File: src/rtl/uart_cmd_pkg.sv
// uart_cmd_pkg
// Shared constants for the UART command decoder: ASCII codes of the command
// bytes, FSM state encoding, time-field limits and small arithmetic helpers.
package uart_cmd_pkg;

  localparam logic [7:0] CH_R_U = 8'h52;  // 'R'
  localparam logic [7:0] CH_R_L = 8'h72;  // 'r'
  localparam logic [7:0] CH_C_U = 8'h43;  // 'C'
  localparam logic [7:0] CH_C_L = 8'h63;  // 'c'
  localparam logic [7:0] CH_M_U = 8'h4D;  // 'M'
  localparam logic [7:0] CH_M_L = 8'h6D;  // 'm'
  localparam logic [7:0] CH_S_U = 8'h53;  // 'S'
  localparam logic [7:0] CH_S_L = 8'h73;  // 's'
  localparam logic [7:0] CH_CR  = 8'h0D;
  localparam logic [7:0] CH_LF  = 8'h0A;
  localparam logic [7:0] CH_SP  = 8'h20;
  localparam logic [7:0] CH_0   = 8'h30;
  localparam logic [7:0] CH_9   = 8'h39;

  typedef enum logic {
    ST_IDLE = 1'b0,
    ST_SET  = 1'b1
  } state_t;

  localparam logic [6:0] HOUR_MAX   = 7'd23;
  localparam logic [6:0] MINSEC_MAX = 7'd59;

  // t*10 as (t<<3)+(t<<1); a two-digit field never exceeds 99, so 7 bits hold it
  function automatic logic [6:0] times10(input logic [3:0] t);
    logic [6:0] w;
    w = {3'b000, t};
    return (w << 3) + (w << 1);
  endfunction

  function automatic logic is_digit(input logic [7:0] b);
    return (b >= CH_0) && (b <= CH_9);
  endfunction

endpackage

File: src/rtl/cmd_timeout_timer.sv
// cmd_timeout_timer
// Idle-clock counter guarding the gap between bytes of a set command.
//   clk, reset : clock, async active-high reset
//   clear      : force the count to 0 (held while idle, pulsed per digit)
//   enable     : count this clock (set command open and FIFO empty)
//   expired    : one-cycle pulse on the clock the count sits at TIMEOUT_CYCLES-1
module cmd_timeout_timer #(
  parameter int TIMEOUT_CYCLES = 100_000_000,
  parameter int TO_W           = 27
) (
  input  logic clk,
  input  logic reset,
  input  logic clear,
  input  logic enable,
  output logic expired
);

  localparam logic [TO_W-1:0] LAST = TO_W'(TIMEOUT_CYCLES - 1);

  logic [TO_W-1:0] cnt;

  // clear has priority so an arriving byte always beats a same-cycle expiry
  assign expired = enable & ~clear & (cnt == LAST);

  always_ff @(posedge clk or posedge reset) begin
    if (reset)                 cnt <= '0;
    else if (clear || expired) cnt <= '0;
    else if (enable)           cnt <= cnt + TO_W'(1);
  end

endmodule

File: src/rtl/uart_cmd_decoder.sv
// uart_cmd_decoder
// Pops ASCII bytes from a show-ahead RX FIFO and turns them into one-cycle
// control pulses (run/stop, clear, mode) plus an "S" HHMMSS time-set command
// with range checking and an inter-byte timeout.
//   clk, reset          : clock, async active-high reset
//   fifo_empty          : RX FIFO empty flag
//   fifo_rx_data        : FIFO head byte, valid while fifo_empty=0
//   rd_en               : pop strobe (combinational)
//   o_run/o_clear/o_mode: command pulses
//   o_set_valid         : new o_set_hour/min/sec loaded
//   o_set_hour/min/sec  : last accepted time value
//   o_cmd_err           : unknown byte, malformed/out-of-range set, or timeout
module uart_cmd_decoder
  import uart_cmd_pkg::*;
#(
  parameter int TIMEOUT_CYCLES = 100_000_000,
  parameter int TO_W           = 27
) (
  input  logic       clk,
  input  logic       reset,
  input  logic       fifo_empty,
  input  logic [7:0] fifo_rx_data,
  output logic       rd_en,
  output logic       o_run,
  output logic       o_clear,
  output logic       o_mode,
  output logic       o_set_valid,
  output logic [4:0] o_set_hour,
  output logic [5:0] o_set_min,
  output logic [5:0] o_set_sec,
  output logic       o_cmd_err
);

  state_t          state;
  logic [2:0]      idx;
  logic [4:0][3:0] dig;      // first five digits; the sixth is taken live
  logic [3:0]      cur;
  logic [6:0]      hour_c, min_c, sec_c;
  logic            fields_ok;
  logic            expired;

  // every byte is popped the cycle it is visible, never during reset
  assign rd_en = ~fifo_empty & ~reset;
  assign cur   = 4'(fifo_rx_data - CH_0);

  // field values assuming the current byte is the sixth digit
  assign hour_c    = times10(dig[0]) + {3'b000, dig[1]};
  assign min_c     = times10(dig[2]) + {3'b000, dig[3]};
  assign sec_c     = times10(dig[4]) + {3'b000, cur};
  // digits are 0..9, so these compares are equivalent to the per-tens checks
  assign fields_ok = (hour_c <= HOUR_MAX) && (min_c <= MINSEC_MAX) &&
                     (sec_c <= MINSEC_MAX);

  cmd_timeout_timer #(
    .TIMEOUT_CYCLES(TIMEOUT_CYCLES),
    .TO_W          (TO_W)
  ) u_timer (
    .clk    (clk),
    .reset  (reset),
    .clear  ((state == ST_IDLE) | rd_en),
    .enable ((state == ST_SET) & fifo_empty),
    .expired(expired)
  );

  always_ff @(posedge clk or posedge reset) begin
    if (reset) begin
      state       <= ST_IDLE;
      idx         <= '0;
      dig         <= '0;
      o_run       <= 1'b0;
      o_clear     <= 1'b0;
      o_mode      <= 1'b0;
      o_set_valid <= 1'b0;
      o_cmd_err   <= 1'b0;
      o_set_hour  <= '0;
      o_set_min   <= '0;
      o_set_sec   <= '0;
    end else begin
      o_run       <= 1'b0;
      o_clear     <= 1'b0;
      o_mode      <= 1'b0;
      o_set_valid <= 1'b0;
      o_cmd_err   <= 1'b0;
      case (state)
        ST_IDLE: begin
          if (rd_en) begin
            case (fifo_rx_data)
              CH_R_U, CH_R_L: o_run   <= 1'b1;
              CH_C_U, CH_C_L: o_clear <= 1'b1;
              CH_M_U, CH_M_L: o_mode  <= 1'b1;
              CH_S_U, CH_S_L: begin
                state <= ST_SET;
                idx   <= '0;
              end
              CH_CR, CH_LF, CH_SP: ;
              default: o_cmd_err <= 1'b1;
            endcase
          end
        end
        ST_SET: begin
          if (rd_en) begin
            if (!is_digit(fifo_rx_data)) begin
              o_cmd_err <= 1'b1;
              state     <= ST_IDLE;
            end else if (idx == 3'd5) begin
              state <= ST_IDLE;
              idx   <= '0;
              if (fields_ok) begin
                o_set_valid <= 1'b1;
                o_set_hour  <= 5'(hour_c);
                o_set_min   <= 6'(min_c);
                o_set_sec   <= 6'(sec_c);
              end else begin
                o_cmd_err <= 1'b1;
              end
            end else begin
              dig[idx] <= cur;
              idx      <= idx + 3'd1;
            end
          end else if (expired) begin
            o_cmd_err <= 1'b1;
            state     <= ST_IDLE;
          end
        end
        default: state <= ST_IDLE;
      endcase
    end
  end

endmodule

File: config.mk
export PLATFORM = sky130hd
export DESIGN_NAME = uart_cmd_decoder
export DESIGN_NICKNAME = d
export VERILOG_FILES = /design/src/rtl/uart_cmd_pkg.sv /design/src/rtl/cmd_timeout_timer.sv /design/src/rtl/uart_cmd_decoder.sv
export SDC_FILE = /design/constraint.sdc
export NUM_CORES = 1
export LEC_CHECK = 0
export CAP_MARGIN = 20
export CORE_AREA = 8 8 109 111
export CTS_BUF_LIST = sky130_fd_sc_hd__clkbuf_4 sky130_fd_sc_hd__clkbuf_8 sky130_fd_sc_hd__clkbuf_16
export DETAILED_ROUTE_END_ITERATION = 16
export DIE_AREA = 0 0 117 119
export PLACE_DENSITY = 0.55
export REMOVE_ABC_BUFFERS = 1
export SLEW_MARGIN = 30
export SYNTH_ARGS = -nofsm -noshare
export SYNTH_HDL_FRONTEND = slang
export SYNTH_SLANG_ARGS = --single-unit
File: constraint.sdc
create_clock -name clk -period 9.6 [get_ports clk]
set_clock_uncertainty 0.05 [all_clocks]
set_input_delay 1.92 -clock clk [delete_from_list [all_inputs] [get_ports clk]]
set_output_delay 1.92 -clock clk [all_outputs]
set_load 0.005 [all_outputs]
======== After elaboration in Yosys (flattened, before gate mapping) ========
Index checks and enable logic that the tools add are counted.
operators by class
  add/sub/neg operators ................... 9
  order comparisons ....................... 7
  equality and inequality tests ........... 17
  multiplexer cells ....................... 40
  bitwise gates (word level) .............. 10
  reductions and logical operators ........ 14
operator list
  cell                   number
  $eq 8x7->1 const B     8
  $mux 27                2
  $add 27x1->27 const B  1
  $eq 27x27->1 const B   1
  $mux 1                 27
  $add 7x4->7            3
  $add 7x5->7            3
  $bwmux 20              1
  $eq 8x4->1 const B     2
  $mux 3                 5
  $le 7x6->1 const B     2
  $demux 4 s3            1
  $reduce_or 11->1       1
  $eq 8x6->1 const B     1
  $ge 8x6->1 const B     1
  $le 8x6->1 const B     1
  $reduce_and 4->1       2
  $reduce_or 2->1        4
  $le 7x5->1 const B     1
  $pmux 3 s2             1
  $not 1->1              5
  $reduce_and 5->1       1
  $and 1x1->1            4
  $logic_and 1x1->1      4
  12 further kinds       15
storage, ports and cells
  flip-flop bits (word level) ............. 73
  input bits .............................. 11
  output and inout port bits .............. 23
  logic and storage cells ................. 113

======== Depth between registers and ports, before layout ========
  word-level depth ........................ 10
  mapped depth ............................ 11
  depth with buffers taken out ............ 10

======== Hierarchy ========
From an unflattened synthesis, not the netlist that was laid out.
unflattened totals
  cells, all modules ...................... 407
  area, all modules ....................... 4232.8 um^2
modules (own cells, without submodules)
  module             times used  cells an instance  area each (um^2)  sequential area each (um^2)
  uart_cmd_decoder   1           244                2677.6            1151.1
  cmd_timeout_timer  1           163                1555.2            675.6

======== Worst setup path after synthesis ========
Ideal clock, no wire load.
  path type ............................... input-to-reg
  from .................................... in fifo_rx_data[3]
  to ...................................... reg o_set_min[0]
  setup time .............................. 0.127 ns
  arrival time ............................ 4.431 ns
  required time ........................... 9.423 ns
  path slack .............................. 4.991 ns
  stages on the path ...................... 9
  buffers on the path ..................... 1
  path through ............................ fa_1 > fa_1 > a21o_1 > a21oi_1 > xor2_1 > nand4_1 > nor3_4 > buf_6 > mux2_1
between the ends
  cells in the longest elaborated chain, start to end .. 5
  elaborated cells on any way between the ends .. 8
  classes of those cells .................. add/sub: 2; order compare: 3; reduce/logical: 3
RTL lines
  element                                RTL line                 RTL
  from (decl)                            uart_cmd_decoder.sv:22   input logic [7:0] fifo_rx_data,
  $sub 4x1->4                            uart_cmd_decoder.sv:44   assign cur = 4'(fifo_rx_data - CH_0);
  $add 7x4->7                            uart_cmd_decoder.sv:49   assign sec_c = times10(dig[4]) + {3'b000, cur};
  $le 7x6->1                             uart_cmd_decoder.sv:52   (sec_c <= MINSEC_MAX);
  $logic_and 1x1->1                      uart_cmd_decoder.sv:51   assign fields_ok = (hour_c <= HOUR_MAX) && (min_c <= MINSEC_MAX) &&
  $reduce_and 5->1 (no source line) (*)  -
  to (signal assigned)                   uart_cmd_decoder.sv:111  o_set_min <= 6'(min_c);
  to (decl)                              uart_cmd_decoder.sv:29   output logic [5:0] o_set_min,
Mark *: on every way between the ends. The rest lies on a longest branch, timed or not.
A chain may end at the register's enable or synchronous reset.

======== Final worst setup path ========
  from .................................... in fifo_empty
  to ...................................... out rd_en
between the ends
  cells in the longest elaborated chain, start to end .. 2
RTL lines
  element      RTL line                RTL
  from (decl)  uart_cmd_decoder.sv:21  input logic fifo_empty,
  $not 1->1    uart_cmd_decoder.sv:43  assign rd_en = ~fifo_empty & ~reset;
  $and 1x1->1  uart_cmd_decoder.sv:43
  to (decl)    uart_cmd_decoder.sv:23  output logic rd_en,
No other way between the ends.

==> impl_metrics.csv <==
group,metric,value,unit
sta,setup_viol,0,
clock_network,hold_buffers,0,
sta,fin_worst_hold_slack,433,ps
sta,rsz0062_at_grt,"no",
die,floorplan.die_area,13900,µm²
detailed_routing,drc,0,
detailed_routing,antenna_violating_nets_post_route,0,
placement,dpl.hpwl,5880,µm
clock_network,clk_path_buf_depth,2,
logic_synthesis,syn-instance-count,366,
die,std_cell_rows,37,
sta,total_neg_setup_slack,0,ps
cells_and_area,fill_count,1006,
cells_and_area,n_antenna_cell,0,
sta,drv_slew,0,
die,design.portCount,34,
clock_network,clock_latency,360,ps
setup_path,timing.critical_path.fanout_max,12,
logic_synthesis,synth_async_sr_flop_share,1.00,
grt,global_route_wire_length_before_repair,14100,µm
logic_synthesis,synth.yosys.seq_area_share,0.465,
sta,maxSlewHeadroom,0.519,
clock_network,tritoncts.num_buffers,9,
setup_path,timing.critical_path.arrival,3440,ps
pwr,ir_drop,77.8,µV
grt,globalRouteOverflowTotal,0,
detailed_routing,1st_iter_drt_viols,194,
logic_synthesis,synthesized_area_per_cell,10.7,µm²
logic_synthesis,yosysWarningCount,0,
setup_path,critical_path.endpoint_type,"output port",
setup_path,worst_setup_path_start_kind,"primary input",
logic_synthesis,synth.lib_cells_used.distinct,48,
grt,grt_use_total,0.129,
detailed_routing,detailroute.via_count,2731,
grt,vias_in_the_first_global_route,2806,
grt,maximum_number_of_pins_on_one_net_before_global_route_repair,57,
worst_hold_path,worst_hold_path_type,"flop to flop",
clock_network,clock_tree.root_cell,"clkbuf_8",
die,floorplan.initialDensity,0.389,
sta,post-route-min-period,5410,ps
pwr,cellLeakagePower,2.15,nW
die,core_area,10100,µm²
logic_synthesis,synth-seq-cells,73,
clock_network,cts.sink_count,73,
setup_path,required,7630,ps
run,timing.max_cap.violations,0,
sta,hold_violations,0,
sta,layout_worst_path_cycle_share,0.564,
cells_and_area,finish.net_count,442,
logic_synthesis,yosys_most_used_dff,"dfrtp_1",
clock_network,clock_tree_from_tritoncts,"done",
setup_path,criticalPathCategory,"primary input to output port",
die,die_width,117,µm
placement,port-buffer-count,33,
logic_synthesis,synth.cell_area,3930,µm²
detailed_routing,wirelength,8110,µm
die,chipHeight,119,µm
sta,max_clock_freq,185,MHz
logic_synthesis,synth-edff-count,0,
sta,worst_pin_slew,721,ps
clock_network,register_clock_pin_slew_on_the_reported_worst_setup_and_hold_paths,80,ps
detailed_routing,avgViaCountPerCell,5.02,
placement,routabilityCongestion,0.746,
cells_and_area,most-common-layout-cells,"73 x dfrtp_1, 50 x nor2_1, 33 x clkdlybuf4s50_1, 27 x mux2_2, 26 x nand2_1",
cells_and_area,final_common_cell,"dfrtp_1",
detailed_routing,post_drt_wl_per_cell,14.9,µm
grt,grt_antenna_before_repair,0,
cells_and_area,area_delta_synth_final,18.0,%
clock_network,cts.repair.resized,0,
pwr,power_density,128,nW/µm²
cells_and_area,final_layout_size_suffix_gt1_frac,0.140,
clock_network,post_cts_buffers,0,
run_status,result_of_the_run,"finished, final reports clean",
detailed_routing,drt_pre_antenna_iters,5,
clock_network,ctsHtreeMaxLevel,3,
-- Yosys cell counts, types with 2 or more instances --
cell type | n | area (µm²)
o211ai_1 | 2 | 15.0
dfrtp_1 | 73 | 1830
fa_1 | 6 | 120
nor2b_1 | 2 | 12.5
inv_1 | 20 | 75.1
ha_1 | 22 | 275
nand2_1 | 26 | 97.6
mux2_2 | 27 | 304
and3b_1 | 2 | 17.5
o21ai_0 | 4 | 20.0
and3_1 | 10 | 62.6
nor2_1 | 50 | 188
a21o_1 | 5 | 37.5
nand2b_1 | 3 | 18.8
nand3_1 | 14 | 70.1
xnor2_1 | 16 | 140
xor2_1 | 17 | 149
nand4_1 | 9 | 56.3
mux2i_1 | 3 | 30.0
clkbuf_1 | 7 | 26.3
a21oi_1 | 10 | 50.1
nor4_1 | 2 | 12.5
and4bb_2 | 2 | 25.0
nor3_1 | 4 | 20.0
nand3b_1 | 2 | 15.0
mux2_1 | 6 | 67.6
-- worst paths after layout --
check / start / endpoint / slack (ps) / depth (start not counted)
setup / recovery: fifo_empty / rd_en / 4190 / 3
hold / removal: o_set_sec[3]$_DFFE_PP0P_ / o_set_sec[3]$_DFFE_PP0P_ / 430 / 1
setup reg to reg: dig[0]$_DFFE_PP0P_ / o_set_min[4]$_DFFE_PP0P_ / 6020 / 10
hold reg to reg: o_set_sec[3]$_DFFE_PP0P_ / o_set_sec[3]$_DFFE_PP0P_ / 430 / 1
max in group asynchronous: reset / u_timer.cnt[1]$_DFFE_PP0P_ / 6480 / 3
min in group asynchronous: reset / dig[4]$_DFFE_PP0P_ / 1970 / 2
-- registers in the layout, indices dropped and copies added, names as in the netlist --
signal	cells
dig	20
o_set_hour	5
o_set_sec	6
u_timer.cnt	27
o_clear	1
o_run	1
o_cmd_err	1
idx	3
o_set_min	6
o_mode	1
state	1
o_set_valid	1
-- report_power, final --
part / switching (mW) / internal, mW
combinational: 0.0146 / 0.00765
clock: 0.115 / 0.147
sequential: 0.000259 / 0.308
-- critical path, cell delays in order --
cell	delay, ps
clkdlybuf4s50_1	630
nor2_1	330
clkdlybuf4s50_1	560
-- area by class of cell --
class | count | area, µm² | area share
multi-input cells | 263 | 1980 | 0.428
inverters | 20 | 75.1 | 0.0162
well taps | 136 | 170 | 0.0367
clock buffers | 14 | 180 | 0.0389
clock inverters | 2 | 35.0 | 0.00756
repair buffers | 36 | 364 | 0.0786
flip-flops and latches | 73 | 1830 | 0.394
-- cells by family after synthesis --
logic type,count (synthesis),synth area share
AND/OR/NAND/NOR,138,0.181
flip-flops,73,0.465
multiplexers,36,0.102
XOR/XNOR,33,0.0736
buffers and inverters,30,0.0312
AO/OA/AOI/OAI,28,0.0459
adder cells (fa/ha/maj),28,0.101
-- layer usage --
metal	track usage	vias to the layer above	part of all wire
li1	-	1332	-
met1	0.155	1356	0.44
met5	0	-	0
met4	0.0536	0	0.017
met3	0.0374	12	0.030
met2	0.211	31	0.51
-- through the flow --
stage / util / setup slack (ps) / instances / instance area [µm²] / power [mW]
after global routing: 0.459 / 4040 / 544 / 4630 / 0.614
after detailed placement: 0.436 / 3720 / 527 / 4400 / 0.337
after floorplan: - / 4890 / 356 / 3880 / 0.324
after CTS: 0.457 / 4100 / 543 / 4620 / 0.601
final: 0.459 / 4190 / 544 / 4630 / 0.592
after global placement: 0.435 / 3850 / 526 / 4390 / 0.337
(Power assumes the default switching activity.)
